[src/rtl/im_port_arbiter.sv]
// Purpose: shares the single-port instruction memory between IF-stage fetch and the loader/debug port.
// Latency: grants and IM controls are combinational; fetch_dvalid/ld_rvalid follow one cycle after a grant.
// Backpressure: fetch is stalled (fetch_gnt=0) when denied; a starved loader is forced in after STARVE_LIMIT cycles.
module im_port_arbiter #(
    parameter int ADDR_W       = 14,
    parameter int DATA_W       = 32,
    parameter int STARVE_LIMIT = 4
) (
    input  logic              clk,
    input  logic              rst,

    input  logic              fetch_req,
    input  logic [ADDR_W-1:0] fetch_addr,
    output logic              fetch_gnt,
    output logic              fetch_dvalid,

    input  logic              ld_req,
    input  logic              ld_we,
    input  logic [ADDR_W-1:0] ld_addr,
    input  logic [DATA_W-1:0] ld_wdata,
    input  logic              ld_done,
    input  logic              ld_halt,
    input  logic              ld_resume,
    output logic              ld_gnt,
    output logic              ld_rvalid,
    output logic [DATA_W-1:0] ld_rdata,

    output logic [1:0]        mode,

    output logic              im_ce,
    output logic              im_we,
    output logic [ADDR_W-1:0] im_addr,
    output logic [DATA_W-1:0] im_wdata,
    input  logic [DATA_W-1:0] im_rdata
);

    typedef enum logic [1:0] {
        ST_BOOT = 2'd0,
        ST_RUN  = 2'd1,
        ST_HALT = 2'd2
    } state_t;

    localparam logic [3:0] LIMIT = 4'(STARVE_LIMIT);

    state_t            state;
    logic [3:0]        starve_cnt;
    logic [ADDR_W-1:0] addr_hold;
    logic [DATA_W-1:0] wdata_hold;

    // Grant decision: loader owns the port outside RUN; in RUN fetch wins contention until the loader has starved long enough.
    always_comb begin
        fetch_gnt = 1'b0;
        ld_gnt    = 1'b0;
        if (!rst) begin
            case (state)
                ST_RUN: begin
                    if (fetch_req && ld_req) begin
                        if (starve_cnt == LIMIT) begin
                            ld_gnt = 1'b1;
                        end else begin
                            fetch_gnt = 1'b1;
                        end
                    end else begin
                        fetch_gnt = fetch_req;
                        ld_gnt    = ld_req;
                    end
                end
                default: begin
                    ld_gnt = ld_req;
                end
            endcase
        end
    end

    // Phase sequencer (BOOT/RUN/HALT) plus the loader starvation counter; halt outranks done/resume.
    always_ff @(posedge clk or posedge rst) begin
        if (rst) begin
            state      <= ST_BOOT;
            starve_cnt <= 4'd0;
        end else begin
            if ((state == ST_RUN) && ld_req && !ld_gnt) begin
                if (starve_cnt != LIMIT) begin
                    starve_cnt <= starve_cnt + 4'd1;
                end
            end else begin
                starve_cnt <= 4'd0;
            end

            case (state)
                ST_BOOT: begin
                    if (ld_halt) begin
                        state <= ST_HALT;
                    end else if (ld_done) begin
                        state <= ST_RUN;
                    end
                end
                ST_RUN: begin
                    if (ld_halt) begin
                        state <= ST_HALT;
                    end
                end
                ST_HALT: begin
                    if (ld_resume && !ld_halt) begin
                        state <= ST_RUN;
                    end
                end
                default: begin
                    state <= ST_BOOT;
                end
            endcase
        end
    end

    // Read-return flags: the IM answers one cycle after a granted access; reset discards anything in flight.
    always_ff @(posedge clk or posedge rst) begin
        if (rst) begin
            fetch_dvalid <= 1'b0;
            ld_rvalid    <= 1'b0;
        end else begin
            fetch_dvalid <= fetch_gnt;
            ld_rvalid    <= ld_gnt & ~ld_we;
        end
    end

    // Mirror of the last address/write data driven to the IM so idle cycles keep the macro inputs stable.
    always_ff @(posedge clk or posedge rst) begin
        if (rst) begin
            addr_hold  <= '0;
            wdata_hold <= '0;
        end else begin
            if (ld_gnt) begin
                addr_hold  <= ld_addr;
                wdata_hold <= ld_wdata;
            end else if (fetch_gnt) begin
                addr_hold  <= fetch_addr;
            end
        end
    end

    // IM port mux: the granted requester drives the macro, otherwise the held values are replayed with CE low.
    always_comb begin
        im_ce    = 1'b0;
        im_we    = 1'b0;
        im_addr  = addr_hold;
        im_wdata = wdata_hold;
        if (ld_gnt) begin
            im_ce    = 1'b1;
            im_we    = ld_we;
            im_addr  = ld_addr;
            im_wdata = ld_wdata;
        end else if (fetch_gnt) begin
            im_ce    = 1'b1;
            im_addr  = fetch_addr;
        end
    end

    assign ld_rdata = im_rdata;
    assign mode     = state;

endmodule

[config.mk]
export PLATFORM = sky130hd
export DESIGN_NAME = im_port_arbiter
export DESIGN_NICKNAME = d
export VERILOG_FILES = /design/src/rtl/im_port_arbiter.sv
export SDC_FILE = /design/constraint.sdc
export NUM_CORES = 1
export LEC_CHECK = 0
export CELL_PAD_IN_SITES_DETAIL_PLACEMENT = 0
export CELL_PAD_IN_SITES_GLOBAL_PLACEMENT = 1
export CORE_UTILIZATION = 29
export CTS_BUF_LIST = sky130_fd_sc_hd__clkbuf_2 sky130_fd_sc_hd__clkbuf_4 sky130_fd_sc_hd__clkbuf_8
export DETAILED_ROUTE_END_ITERATION = 8
export PLACE_DENSITY_LB_ADDON = 0.25
export SYNTH_ARGS = -nofsm -noshare
export SYNTH_HDL_FRONTEND = slang
export SYNTH_SLANG_ARGS = --single-unit
[constraint.sdc]
create_clock -name clk -period 6.35 [get_ports clk]
set_clock_uncertainty 0.1 [all_clocks]
set_input_delay 1.27 -clock clk [delete_from_list [all_inputs] [get_ports clk]]
set_output_delay 1.27 -clock clk [all_outputs]
set_load 0.01 [all_outputs]
Word level (Yosys, flattened, before mapping)
Cells that the tools add are included.
{"block": "totals", "wordCells": 46, "regBits": 54, "out_inout_bits": 86, "inputBits": 100}
{"block": "op_classes", "n_reduce_logical": 8, "n_addsub": 1, "n_eq_ne": 8, "muxes": 21, "n_bitwise": 2}
{"operator": "2-to-1 mux 32 bit", "n": 1}
{"operator": "2-to-1 mux 14 bit", "n": 2}
{"operator": "2-to-1 mux 1 bit", "n": 11}
{"operator": "2-to-1 mux 2 bit", "n": 4}
{"operator": "2-to-1 mux 4 bit", "n": 2}
{"operator": "one-hot mux 2 bit (3 select lines)", "n": 1}
{"operator": "adder 4 x 1 -> 4 bit, second input constant", "n": 1}
{"operator": "equality test 4 x 3 -> 1 bit, second input constant", "n": 1}
{"operator": "logical AND 1 bit", "n": 4}
{"operator": "!= test 2 bit, second input constant", "n": 2}
{"operator": "!= test 4 x 3 -> 1 bit, second input constant", "n": 1}
{"operator": "!= test 3 bit, second input constant", "n": 1}
{"operator": "AND reduction 3 bit", "n": 1}
{"operator": "equality test 2 x 1 -> 1 bit, second input constant", "n": 1}
{"operator": "equality test 2 bit, second input constant", "n": 1}
{"operator": "zero test 1 bit", "n": 2}
{"operator": "zero test 2 bit", "n": 1}
{"operator": "!= test 2 x 1 -> 1 bit, second input constant", "n": 1}
{"operator": "bitwise AND 1 bit", "n": 1}
{"operator": "NOT 1 bit", "n": 1}

Logic depth before layout (Yosys ltp)
Gate-level depths: netlist of the first run.
{"block": "logic_depth", "depth_word": 8, "depth_mapped": 8, "mapped_depth_nobuf": 6}

Least setup slack after synthesis of the first run
Ideal clock, no wire load.
{"block": "synth_path", "path_type": "input to output", "start": "input fetch_req", "end": "output im_addr[10]", "required_ns": 4.980, "path_slack_ns": 2.685, "n_path_buf": 3, "arrival_ns": 2.295, "path_stages": 6, "cell_sequence": "and3b_1 buf_6 a21o_4 buf_6 buf_6 a31oi_1"}
{"block": "synth_between", "elab_chain_len": 6, "elab_cells_between_ends": 9, "classes_between": "mux: 8; reduce/logical: 1"}
{"element": "start, declared", "line_no": "12", "source": "input logic fetch_req,"}
{"element": "logical AND 1 bit", "line_no": "57", "source": "if (fetch_req && ld_req) begin"}
{"element": "2-to-1 mux 1 bit", "line_no": "57"}
{"element": "2-to-1 mux 1 bit", "line_no": "55", "source": "case (state)"}
{"element": "2-to-1 mux 1 bit", "line_no": "54", "source": "if (!rst) begin"}
{"element": "2-to-1 mux 14 bit", "line_no": "151", "source": "end else if (fetch_gnt) begin"}
{"element": "2-to-1 mux 14 bit *", "line_no": "146", "source": "if (ld_gnt) begin"}
{"element": "end, declared", "line_no": "32", "source": "output logic [ADDR_W-1:0] im_addr,"}
Every way passes the cells marked *; elsewhere a longest branch is shown, timed or not.

Worst setup path after layout of the first run
{"block": "layout_path", "start": "input rst", "end": "output im_wdata[15]"}
{"block": "layout_between", "elab_chain_len": 2}
{"element": "start, declared", "line_no": "10", "source": "input logic rst,"}
{"element": "2-to-1 mux 1 bit", "line_no": "54"}
{"element": "2-to-1 mux 32 bit", "line_no": "146"}
{"element": "end, declared", "line_no": "33", "source": "output logic [DATA_W-1:0] im_wdata,"}
Every way passes these cells.

==> results.toml, run 1 <==
[hold_path]
holdPathStages = 1
min_to = "wdata_hold[26]"
hold_path.startpoint = "wdata_hold[26]"
hold_path_class = "reg2reg"

[synthesis]
synth-simple-area-share_pct = 6.54
syn_nets = 326
ys_ff_latch = 54
synth_mux_area_share_pct = 18.2
synth-adder-area-share_pct = 0.908
synth_compound_area_share_pct = 11.6
synthDistinctLibCells = 27
yosys_warnings = 0
syn_inst = 224
syn_area_sq_um = 2760
seq_area_frac_synth_pct = 49.0
syn_avg_cell_area_sq_um = 12.3
synth_xor_xnor_area_share_pct = 0.635
synth_top_family_by_area = "multiplexers"

[placement]
hpwl_mm = 4.87
place_congestion = 0.722
placed_area_sq_um = 3820
placedCellCount = 432
port_buffers = 121

[worst_setup_path]
cp-start-kind = "input port"
r2r_cells = 5
critPathBufInv = 3
critPathMaxFanout = 49
critPathSlowestCell = "a21o_4"
path_cells = "clkdlybuf4s50_1 -> nand2b_1 -> buf_4 -> a21o_4 -> mux2_4 -> clkdlybuf4s50_1"
path_delay_family = "buffers and inverters"
reg2reg_to = "addr_hold[3]"
cp.arrival_ps = 3640
worstPathRequired_ps = 4980
crit_path_end_kind = "primary output"
reg2reg_slack_ps = 4260
max_stage_delay_ps = 610
worstSetupPathType = "in2out"
reg2reg_from = "starve_cnt[0]"
cpMostUsedCell = "clkdlybuf4s50_1"

[detailed_routing]
drc = 0
drt_wl_total_mm = 7.10
wire_per_inst_microns = 16.2
ant_nets = 0
vias = 2027
vias_per_cell = 4.62
drtIter0Drc = 98
dr.pass1.iters = 4

[power]
pwr-share-seq_pct = 45.2
ir_drop_mv = 0.127
internal_power_mw = 0.664
p_sw_mw = 0.248
p_per_area_nw_per_um2 = 234
p_sw_share_pct = 27.2
p_leak_nw = 1.63
combPwrFrac_pct = 33.6
total_power_mw = 0.912
clkPwrFrac_pct = 21.1

[clocking]
postCtsSetupRepairBufs = 0
clockBufferDepth = 2
htreeDepth = 2
cts_hold_buffers = 0
cts.sinks = 54
clk_pin_slew_worst_paths_ps = 100
post_cts_resized = 0
tritoncts = "done"
cts-root-buf = "clkbuf_8"
clk_latency_ps = 300
cts_buffers = 5

[floorplanning]
rows = 35
start_util_pct = 29.8
coreArea_sq_um = 9240
ios = 186
die_h_microns = 99.5
die_width_microns = 99.5
dieArea_sq_um = 9900

[timing]
drv_slew = 0
rsz0062_at_grt = "false"
timing.setup.tns_ps = 0
setup_viol = 0
min_period_over_period_pct = 78.9
slew_headroom_pct = 49.6
layout_min_cycle_time_ps = 5010
worst-slew-pin-transition_ps = 756
final_hold_viol_count = 0
fmax_mhz = 200

[finish]
diodes = 0
final_cells = 439
postLayoutCellArea_sq_um = 3900
layout-drive-gt1-share_pct = 14.8
syn2layout_area_growth_pct = 41.6
final_nets = 412

[grt]
grt_pass1_wl_mm = 11.1
overflow = 0
grt_pass1_vias = 2088
grt_max_degree = 50
antenna_found_initial = 0
grt_util_all_layers_pct = 14.6

[flow_run]
drv_cap = 0

[status]
outcome = "complete, no violations"
-- metal layers --
| layer | track usage, % | vias up | wire length (microns) |
|---|---|---|---|
| met4 | 5.20 | 0 | 87 |
| met1 | 19.6 | 983 | 3200 |
| met5 | 0 | - | 0 |
| met3 | 2.88 | 15 | 396 |
| met2 | 23.5 | 82 | 3410 |
| li1 | - | 947 | - |
-- layout make-up --
type | count | area, sq um
fillers | 910 | 5340
flip-flops and latches | 54 | 1350
repair buffers | 125 | 1240
multi-input cells | 118 | 1040
well taps | 129 | 161
clock buffers | 5 | 68.8
inverters | 6 | 22.5
clock inverters | 2 | 15.0
-- logic make-up after synthesis --
group                      count (synthesis)
and+or+nand+nor                           30
muxes                                     34
adders and majority gates                  2
AOI/OAI and AO/OA                         50
xor gates and xnor gates                   2
DFF                                       54
buffers and inverters                     52
-- state kept, by name, indices dropped and copies added, names as in the netlist --
register      count
fetch_dvalid      1
mode              2
wdata_hold       32
addr_hold        14
ld_rvalid         1
starve_cnt        4
-- worst max path at each step --
stage          cells past startpoint      endpoint  slack (ps)  startpoint
2_1_floorplan                      6   im_addr[10]        2680   fetch_req
3_3_place_gp                       6  im_wdata[13]        1320         rst
3_5_place_dp                       6  im_wdata[13]        1310         rst
4_1_cts                            6  im_wdata[13]        1310         rst
5_1_grt                            6  im_wdata[13]        1190         rst
6_report                           6  im_wdata[15]        1340         rst
-- layout by cell type (no fill, tap or decap), types with 3 or more instances in the layout --
| cell type | count |
|---|---|
| a31oi_1 | 14 |
| nor2_1 | 3 |
| a21oi_1 | 3 |
| nor3_1 | 3 |
| nand3_1 | 15 |
| dfrtp_1 | 54 |
| inv_1 | 5 |
| mux2_4 | 32 |
| buf_4 | 4 |
| a211oi_1 | 15 |
| clkbuf_8 | 5 |
| o21ai_0 | 16 |
| clkdlybuf4s50_1 | 121 |
-- worst reg2reg max path, stage by stage, from the launching register on --
cell,delay [ps]
dfrtp_1,430
inv_1,80
ha_1,210
nand4b_1,610
nand3_1,340
a31oi_1,150
-- stage by stage --
stage	utilization [%]	setup slack (ps)	hold slack, ps
2_1_floorplan	-	2680	393
3_3_place_gp	41.3	1320	375
3_5_place_dp	41.3	1310	377
4_1_cts	42.2	1310	404
5_1_grt	42.2	1190	417
6_report	42.2	1340	402
-- synthesized netlist by cell type --
library cell  instances  area, sq um
a31oi_1              14         87.6
a21o_4                1         15.0
nand4b_1              1         8.76
nand4bb_1             1         11.3
xnor2_1               2         17.5
mux2i_1               2         20.0
and2_1                1         6.26
nand2b_1              1         6.26
nor3_1                3         15.0
mux2_4               32          480
o311a_1               1         10.0
and3b_1               1         8.76
clkbuf_1              7         26.3
nand3_1              15         75.1
buf_4                32          240
a211oi_1             15          113
and4b_1               1         10.0
buf_2                 1         5.00
ha_1                  2         25.0
and4bb_2              1         12.5
a21oi_1               3         15.0
inv_1                 6         22.5
buf_6                 6         67.6
o21ai_0              16         80.1
nor2_1                3         11.3
nand3b_1              2         15.0
dfrtp_1              54         1350
-- power by group through the flow --
stage | registers, mW | clock network [mW] | logic, mW
floorplan | 0.415 | 0 | 0.164
global placement | 0.419 | 0 | 0.307
detailed placement | 0.419 | 0 | 0.309
CTS | 0.413 | 0.201 | 0.311
global route | 0.418 | 0.215 | 0.329
finish | 0.413 | 0.193 | 0.307
No activity file was read; power rests on OpenSTA's default activity.
==> run 2, diff against run 1 <==
--- a/config.mk
+++ b/config.mk
@@ -7,7 +7,7 @@
 export LEC_CHECK = 0
 export CELL_PAD_IN_SITES_DETAIL_PLACEMENT = 0
 export CELL_PAD_IN_SITES_GLOBAL_PLACEMENT = 1
-export CORE_UTILIZATION = 29
+export CORE_UTILIZATION = 24
 export CTS_BUF_LIST = sky130_fd_sc_hd__clkbuf_2 sky130_fd_sc_hd__clkbuf_4 sky130_fd_sc_hd__clkbuf_8
 export DETAILED_ROUTE_END_ITERATION = 8
 export PLACE_DENSITY_LB_ADDON = 0.25
==> constraint.sdc (replaced) <==
create_clock -name clk -period 4.38 [get_ports clk]
set_clock_uncertainty 0.1 [all_clocks]
set_input_delay 0.876 -clock clk [delete_from_list [all_inputs] [get_ports clk]]
set_output_delay 0.876 -clock clk [all_outputs]
set_load 0.01 [all_outputs]
==> run 2 against run 1 <==
  * Critical path depth fell by 1
  * Register-to-register slack got worse by 1900 ps
  * Clock power rose by 78%
  * Power rose by 53%
  * First-iteration DRC count rose by 13%
  * Non-clock buffer count rose by 3
  * Design area rose by 2.3%
  * Combinational power rose by 47%
  * Sequential share of layout area fell by 0.79 points
  * Via count rose by 1.4%
==> results.toml, run 2 (same netlist as run 1, synthesis figures left out) <==
[timing]
final_hold_viol_count = 0
fmax_mhz = 247
min_period_over_period_pct = 92.5
timing.setup.tns_ps = 0
setup_viol = 0
slew_headroom_pct = 46.8
drv_slew = 0
worst-slew-pin-transition_ps = 797
rsz0062_at_grt = "false"
layout_min_cycle_time_ps = 4050
hold_slack_ps = 398

[worst_setup_path]
worstPathRequired_ps = 3400
critPathSlowestCell = "and4b_1"
cp-start-kind = "input port"
path_cells = "clkdlybuf4s50_1 -> and4b_1 -> o21ai_0 -> a31oi_1 -> clkdlybuf4s50_1"
critPathMaxFanout = 16
reg2reg_from = "starve_cnt[0]"
crit_path_end_kind = "primary output"
startpoint = "ld_req"
max_stage_delay_ps = 590
worstSetupPathType = "in2out"
cpMostUsedCell = "clkdlybuf4s50_1"
cp.arrival_ps = 3080

[grt]
grt_util_all_layers_pct = 12.6
grt_pass1_wl_mm = 11.4
grt_pass1_vias = 2191
antenna_found_initial = 0
overflow = 0
grt_max_degree = 36

[detailed_routing]
wl_met1_mm = 3.40
drt_wl_total_mm = 7.47
vias_per_cell = 4.53
ant_nets = 0
drc = 0
vias = 2055
dr_wl_met3_microns = 593
wl_met2_mm = 3.38
drtIter0Drc = 111
dr.pass1.iters = 4
wire_per_inst_microns = 16.5
top_layer_used = "met4"

[flow_run]
drv_cap = 0

[finish]
top_regs = "wdata_hold x32, addr_hold x14, starve_cnt x4"
seq_area_sq_um = 1350
final_common_cell = "clkdlybuf4s50_1"
final_cells = 454
largest_reg_flops = 32
syn2layout_area_growth_pct = 44.9
nFillCells = 1092
diodes = 0
final_nets = 415
multiInputGateArea_sq_um = 1040
layout-drive-gt1-share_pct = 15.9
most-common-layout-cells = "clkdlybuf4s50_1, dfrtp_1, mux2_4"
top_register = "wdata_hold"

[clocking]
cts_hold_buffers = 0
clk_latency_ps = 300
htreeDepth = 2
tritoncts = "done"
clk_pin_slew_worst_paths_ps = 100
postCtsSetupRepairBufs = 0
clockBufferDepth = 2
cts_buffers = 5
cts-root-buf = "clkbuf_8"
post_cts_resized = 0
cts.sinks = 54

[floorplanning]
die_width_microns = 109
ios = 186
die_h_microns = 109
coreArea_sq_um = 11000
start_util_pct = 25.0
rows = 38
dieArea_sq_um = 11900

[hold_path]
hold_path.startpoint = "wdata_hold[31]"
hold_path_class = "reg2reg"

[power]
p_per_area_nw_per_um2 = 348
ir_drop_mv = 0.134
p_leak_nw = 1.67

[placement]
place_congestion = 0.692
hpwl_mm = 5.28
port_buffers = 121
placedCellCount = 446

[status]
outcome = "complete, no violations"
## run 2: layout make-up
cell class	instances	area share, %
Sequential cell	54	33.8
Clock inverter	2	0.940
Inverter	6	0.564
Timing Repair Buffer	128	32.3
Tap cell	140	4.38
Clock buffer	6	1.91
Multi-Input combinational cell	118	26.1
## run 2: critical path, delay by kind of cell
family,cells,cell delay [ps]
compound gates,2,480
buf+inv,2,1120
simple gates,1,590
## run 2: layer usage
metal / vias to the layer above / global-route usage (%)
met5: - / 0
met2: 98 / 20.0
met4: 0 / 3.47
met1: 999 / 17.0
met3: 10 / 2.87
li1: 948 / -
## run 2: report_power, final
group	switching, mW	total, mW	leakage, nW	internal, mW
Combinational	0.168	0.452	0.976	0.283
Sequential	0.0222	0.596	0.638	0.574
Clock	0.167	0.344	0.0548	0.177
Total	0.357	1.39	1.67	1.03
## run 2: through the flow
stage	worst slack, ps	cell area (sq um)	utilization [%]	power (mW)
finish	329	4000	36.2	1.39
global route	169	4000	36.2	1.47
detailed placement	295	3880	35.2	1.06
global placement	311	3880	35.2	1.06
CTS	280	4000	36.2	1.42
floorplan	1500	2760	-	0.839
## run 2: path summary, 6_finish.rpt
path	slack, ps	depth (start not counted)	endpoint
worst min-delay path	400	1	wdata_hold[31]
min in group asynchronous	1030	2	starve_cnt[0]
max in group asynchronous	2380	3	wdata_hold[15]
worst max-delay path	330	5	im_addr[7]
worst max register to register	2380	5	addr_hold[7]
worst min register to register	400	1	wdata_hold[31]
==> run 3, diff against run 2 <==
--- a/config.mk
+++ b/config.mk
@@ -5,12 +5,14 @@
 export SDC_FILE = /design/constraint.sdc
 export NUM_CORES = 1
 export LEC_CHECK = 0
+export ABC_AREA = 1
 export CELL_PAD_IN_SITES_DETAIL_PLACEMENT = 0
 export CELL_PAD_IN_SITES_GLOBAL_PLACEMENT = 1
-export CORE_UTILIZATION = 24
+export CORE_UTILIZATION = 22
 export CTS_BUF_LIST = sky130_fd_sc_hd__clkbuf_2 sky130_fd_sc_hd__clkbuf_4 sky130_fd_sc_hd__clkbuf_8
 export DETAILED_ROUTE_END_ITERATION = 8
 export PLACE_DENSITY_LB_ADDON = 0.25
+export SETUP_SLACK_MARGIN = 0.02
 export SYNTH_ARGS = -nofsm -noshare
 export SYNTH_HDL_FRONTEND = slang
 export SYNTH_SLANG_ARGS = --single-unit
==> run 3 against run 2 <==
  * Synthesized cell count is 54% higher
  * Critical path depth is 4 higher
  * Count of clock-buffer cells in the layout stayed put
  * Clock power is 9.6% lower
  * Cell count is 29% higher
  * Via count is 14% higher
  * Combinational power is 34% higher
  * Sequential cell count stayed put
==> results.toml, run 3 <==
[clocking]
cts-root-buf = "clkbuf_8"
tritoncts = "done"
postCtsSetupRepairBufs = 0
clockBufferDepth = 2
clk_latency_ps = 310
post_cts_resized = 0
cts.sinks = 54
cts_buffers = 5
clk_pin_slew_worst_paths_ps = 100
cts_hold_buffers = 0
htreeDepth = 2

[detailed_routing]
dr.pass1.iters = 4
drt_wl_total_mm = 7.13
ant_nets = 0
drc = 0
top_layer_used = "met4"
vias = 2351
dr_wl_met3_microns = 523
wl_met1_mm = 3.11
wire_per_inst_microns = 12.2
drtIter0Drc = 63
wl_met2_mm = 3.42
vias_per_cell = 4.03

[timing]
hold_slack_ps = 384
timing.setup.tns_ps = 0
setup_viol = 0
layout_min_cycle_time_ps = 3770
slew_headroom_pct = 51.2
drv_slew = 0
worst-slew-pin-transition_ps = 732
fmax_mhz = 265
final_hold_viol_count = 0
min_period_over_period_pct = 86.1
rsz0062_at_grt = "false"
setup_slack_ps = 608

[power]
ir_drop_mv = 0.169
p_per_area_nw_per_um2 = 397
total_power_mw = 1.56
p_leak_nw = 1.98

[synthesis]
syn_area_sq_um = 2700
ys.flop_type = "dfrtp_1"
async_reset_ff_share_pct = 100
yosys_warnings = 0
syn_inst = 346
synth_edf_count = 0
synth.most_common_cell = "nand2_1"
synth_top_area_share_pct = 50.1
ys_ff_latch = 54
synthDistinctLibCells = 18
synth_common_cells = "nand2_1, dfrtp_1, inv_1"
seq_area_frac_synth_pct = 50.1
syn_avg_cell_area_sq_um = 7.80
syn_nets = 448
synth.largest_area_cell = "dfrtp_1"
synthTopCellsByArea = "dfrtp_1, nand2_1, buf_4"

[finish]
nFillCells = 1273
largest_reg_flops = 32
top_register = "wdata_hold"
syn2layout_area_growth_pct = 45.2
post-route-util_pct = 32.8
final_common_cell = "nand2_1"
layout-drive-gt1-share_pct = 4.81
diodes = 0
most-common-layout-cells = "nand2_1, clkdlybuf4s50_1, dfrtp_1"
final_cells = 584
top_regs = "wdata_hold x32, addr_hold x14, starve_cnt x4"
postLayoutCellArea_sq_um = 3920
final_nets = 538

[worst_setup_path]
critPathSlowestCell = "clkdlybuf4s50_1"
path_cells = "clkdlybuf4s50_1 -> inv_1 -> nor2_1 -> nand2_2 -> inv_2 -> buf_4 -> nand2_1 -> nand2_1 -> clkdlybuf4s50_1"
crit_path_end_kind = "primary output"
r2r_cells = 8
cp.arrival_ps = 2800
max_stage_delay_ps = 550
critPathMaxFanout = 24
worstPathRequired_ps = 3400
reg2reg_to = "starve_cnt[3]"
cp-endpoint = "im_addr[0]"
worstSetupPathType = "in2out"
reg2reg_from = "starve_cnt[0]"
startpoint = "ld_req"
reg2reg_slack_ps = 2510
cp-start-kind = "input port"

[grt]
antenna_found_initial = 0
grt_max_degree = 55
grt_util_all_layers_pct = 11.5
overflow = 0
grt_pass1_wl_mm = 11.6
grt_pass1_vias = 2433

[placement]
port_buffers = 121
post-place-ws_ps = 566
placed_area_sq_um = 3820
hpwl_mm = 5.00
place_congestion = 0.690
placedCellCount = 576

[floorplanning]
rows = 40
die_width_microns = 113
dieArea_sq_um = 12700
die_h_microns = 113
coreArea_sq_um = 12000
start_util_pct = 22.6
ios = 186

[flow_run]
drv_cap = 0

[status]
outcome = "complete, no violations"

[hold_path]
hold_path_class = "reg2reg"
-- run 3: cell count changes after synthesis, sizes merged, moves of 3 or more --
cell	change
nand2	+148
inv	+37
nor2	+9
a31oi	-14
a211oi	-15
mux2	-32
nand3	+19
o21ai	-13
nor3	-3
-- run 3: cells by family after synthesis --
| group | after synthesis | share of synthesized area (%) |
|---|---|---|
| fa+ha+maj | 2 | 0.927 |
| compound gates | 4 | 0.742 |
| simple gates | 196 | 29.5 |
| xor+xnor | 2 | 0.649 |
| flops | 54 | 50.1 |
| buf+inv | 88 | 18.1 |
-- run 3: cell type report --
cell class	count	area (sq um)	share of cell area (%)
flip-flops and latches	54	1350	34.5
repair buffers	128	1260	32.3
multi-input cells	204	858	21.9
well taps	147	184	4.69
inverters	43	161	4.12
clock buffers	6	82.6	2.11
clock inverters	2	16.3	0.415
-- run 3: how the worst min path moves through the flow --
stage | startpoint | end | slack [ps] | cells after the start
floorplan | wdata_hold[0] | wdata_hold[0] | 410 | 2
global placement | wdata_hold[27] | wdata_hold[27] | 360 | 2
detailed placement | wdata_hold[15] | wdata_hold[15] | 360 | 2
CTS | wdata_hold[0] | wdata_hold[0] | 390 | 2
global route | wdata_hold[27] | wdata_hold[27] | 410 | 2
finish | wdata_hold[27] | wdata_hold[27] | 380 | 2
-- run 3: worst max-delay path: cells and delay by family --
family / cells / cell delay, ps
buffers and inverters: 5 / 1460
and+or+nand+nor: 4 / 450
-- run 3: report_power, final --
group	leakage, nW	switching [mW]	internal, mW
Clock	0.0478	0.181	0.131
Sequential	0.673	0.0356	0.604
Combinational	1.26	0.285	0.319
Total	1.98	0.501	1.05
-- run 3: layer usage --
metal / GRT usage [%] / vias to the layer above
li1: - / 1181
met1: 13.7 / 1083
met2: 19.6 / 76
met3: 3.86 / 11
met4: 3.82 / 0
met5: 0 / -
==> patch, RTL diff (config.mk and constraints of run 3) <==
Reset style: synchronous (`rst`), changed in 3 clocked blocks.
--- a/src/rtl/im_port_arbiter.sv
+++ b/src/rtl/im_port_arbiter.sv
@@ -74,5 +74,5 @@
 
     // Phase sequencer (BOOT/RUN/HALT) plus the loader starvation counter; halt outranks done/resume.
-    always_ff @(posedge clk or posedge rst) begin
+    always_ff @(posedge clk) begin
         if (rst) begin
             state      <= ST_BOOT;
@@ -113,5 +113,5 @@
 
     // Read-return flags: the IM answers one cycle after a granted access; reset discards anything in flight.
-    always_ff @(posedge clk or posedge rst) begin
+    always_ff @(posedge clk) begin
         if (rst) begin
             fetch_dvalid <= 1'b0;
@@ -124,5 +124,5 @@
 
     // Mirror of the last address/write data driven to the IM so idle cycles keep the macro inputs stable.
-    always_ff @(posedge clk or posedge rst) begin
+    always_ff @(posedge clk) begin
         if (rst) begin
             addr_hold  <= '0;
Behaviour: differs if rst is asserted again (counterexample within 4 cycles, from zero or initial values and one cycle with rst high); with rst held inactive, the same outputs for 10 cycles.
==> patch against run 3 <==
Sequential cell count unchanged. Final area up 3.2%. Largest cell class is now non-clock buffers. Routed wire length down 0.46%. Area after synthesis up 3.8%. Worst setup slack worse by 0.16 ns. Final cell count up 15%. Critical path depth up 1. Power down 22%. Clock power up 11%.
==> patch: results (changes against run 3) <==
placed cell areas=3930 um2 (+2.9%); Synth Area in XOR/XNOR=0.00313 (-0.00336); largest net degree at the start of global routing=37 (-33%); total wire length=7100 um (-0.46%); vias per cell=3.85 (-4.5%); GR met1 Demand/Resource=0.139 (+0.00270); Synth async-reset ratio=0 (-1.00); Inserted Clock Buffers=5 (unchanged); Initial DRC Count=82 (+30%); layout cells sized above 1=0.0672 (+0.0191); first-pass GRT wire length=11700 um (+0.89%); Largest regs=wdata_hold (32), addr_hold (14), starve_cnt (4); peak supply drop=173 uV (+2.2%); PostCTS Resize Cnt=0 (unchanged); crit-path max FO=27 (+13%); M2 GR Usage=0.185 (-0.0112); H-tree depth=2 (unchanged); Syn Nets=525 (+17%); Post-layout nets=608 (+13%); Placed Cells=667 (+16%); largest cells by area after synthesis=dfxtp_1 (39%), inv_1 (13%), nand2_1 (11%); Compound-Gate Fraction of Synth Area=0.0702 (+0.0628); list of most frequent post-synthesis cells=inv_1 (96), nand2_1 (80), dfxtp_1 (54), nor2_1 (50), buf_4 (36); Fillers=1367 (+7.4%); Slew @ Worst Pin=0.494 ns (-0.238 ns); post-synthesis sequential area ratio=0.386 (-0.115); met3 Track Usage GR=0.0316 (-0.00694); All-Layer GR Usage=0.111 (-0.00401); DP HPWL=5150 um (+3.1%); pre-CTS setup slack=0.426 ns (-0.141 ns); leakage power=2.00 nW (+1.2%); status=complete, no violations; Syn Inst Count=423 (+22%); Netlist cell types=24 (+6); fin cells=674 (+15%); routability cong.=0.670 (-2.9%); Post-Synth Adder-Cell Area=0.00894 (-0.000336); Arr. time, crit path=2.95 ns (+0.15 ns)
patch: cell count changes after synthesis, sizes merged:
cell,change
nand3,-2
nor2,+44
nand2,-63
dfxtp,+54
dfrtp,-54
o21ai,+31
o211ai,+1
xor2,-2
a21oi,+2
xnor2,+1
inv,+61
buf,+4
patch: kinds of logic after synthesis:
family	count (synthesis)
simple gates	175
buf+inv	153
flops	54
compound gates	38
fa+ha+maj	2
xor+xnor	1
patch: report_power, final:
| group | internal [W] | switching, W | total [W] |
|---|---|---|---|
| Sequential | 0.000524 | 0.00000878 | 0.000533 |
| Clock | 0.000183 | 0.000163 | 0.000346 |
| Combinational | 0.000182 | 0.000150 | 0.000333 |
| Total | 0.000889 | 0.000322 | 0.00121 |
patch: area by class of cell:
cell class	instances	area [um2]	area share
Timing Repair Buffer	125	1260	0.312
Multi-Input combinational cell	216	986	0.244
Clock inverter	1	30.0	0.00743
Sequential cell	54	1080	0.267
Clock buffer	6	82.6	0.0204
Tap cell	168	210	0.0520
Inverter	104	390	0.0966
patch: final timing paths:
kind | from | to | cells after the start | slack (ns)
worst max-delay path | ld_req | im_addr[3] | 10 | 0.45
worst min-delay path | starve_cnt[0] | starve_cnt[0] | 1 | 0.38
worst max register to register | starve_cnt[1] | addr_hold[9] | 9 | 2.53
worst min register to register | starve_cnt[0] | starve_cnt[0] | 1 | 0.38
patch: layer usage:
layer  part of all wire  vias to the layer above
met1               0.47                     1132
met3              0.076                        7
met5                  0                        -
met2               0.44                       81
li1                   -                     1372
met4             0.0092                        0
patch: critical path, cell delays in order:
cell and delay [ns]:
clkdlybuf4s50_1 0.52, nand2_1 0.08, nor2_2 0.12, nand2_1 0.09
nand2_4 0.27, inv_2 0.22, nand2_1 0.10, nand2_1 0.07
inv_1 0.07, clkdlybuf4s50_1 0.54
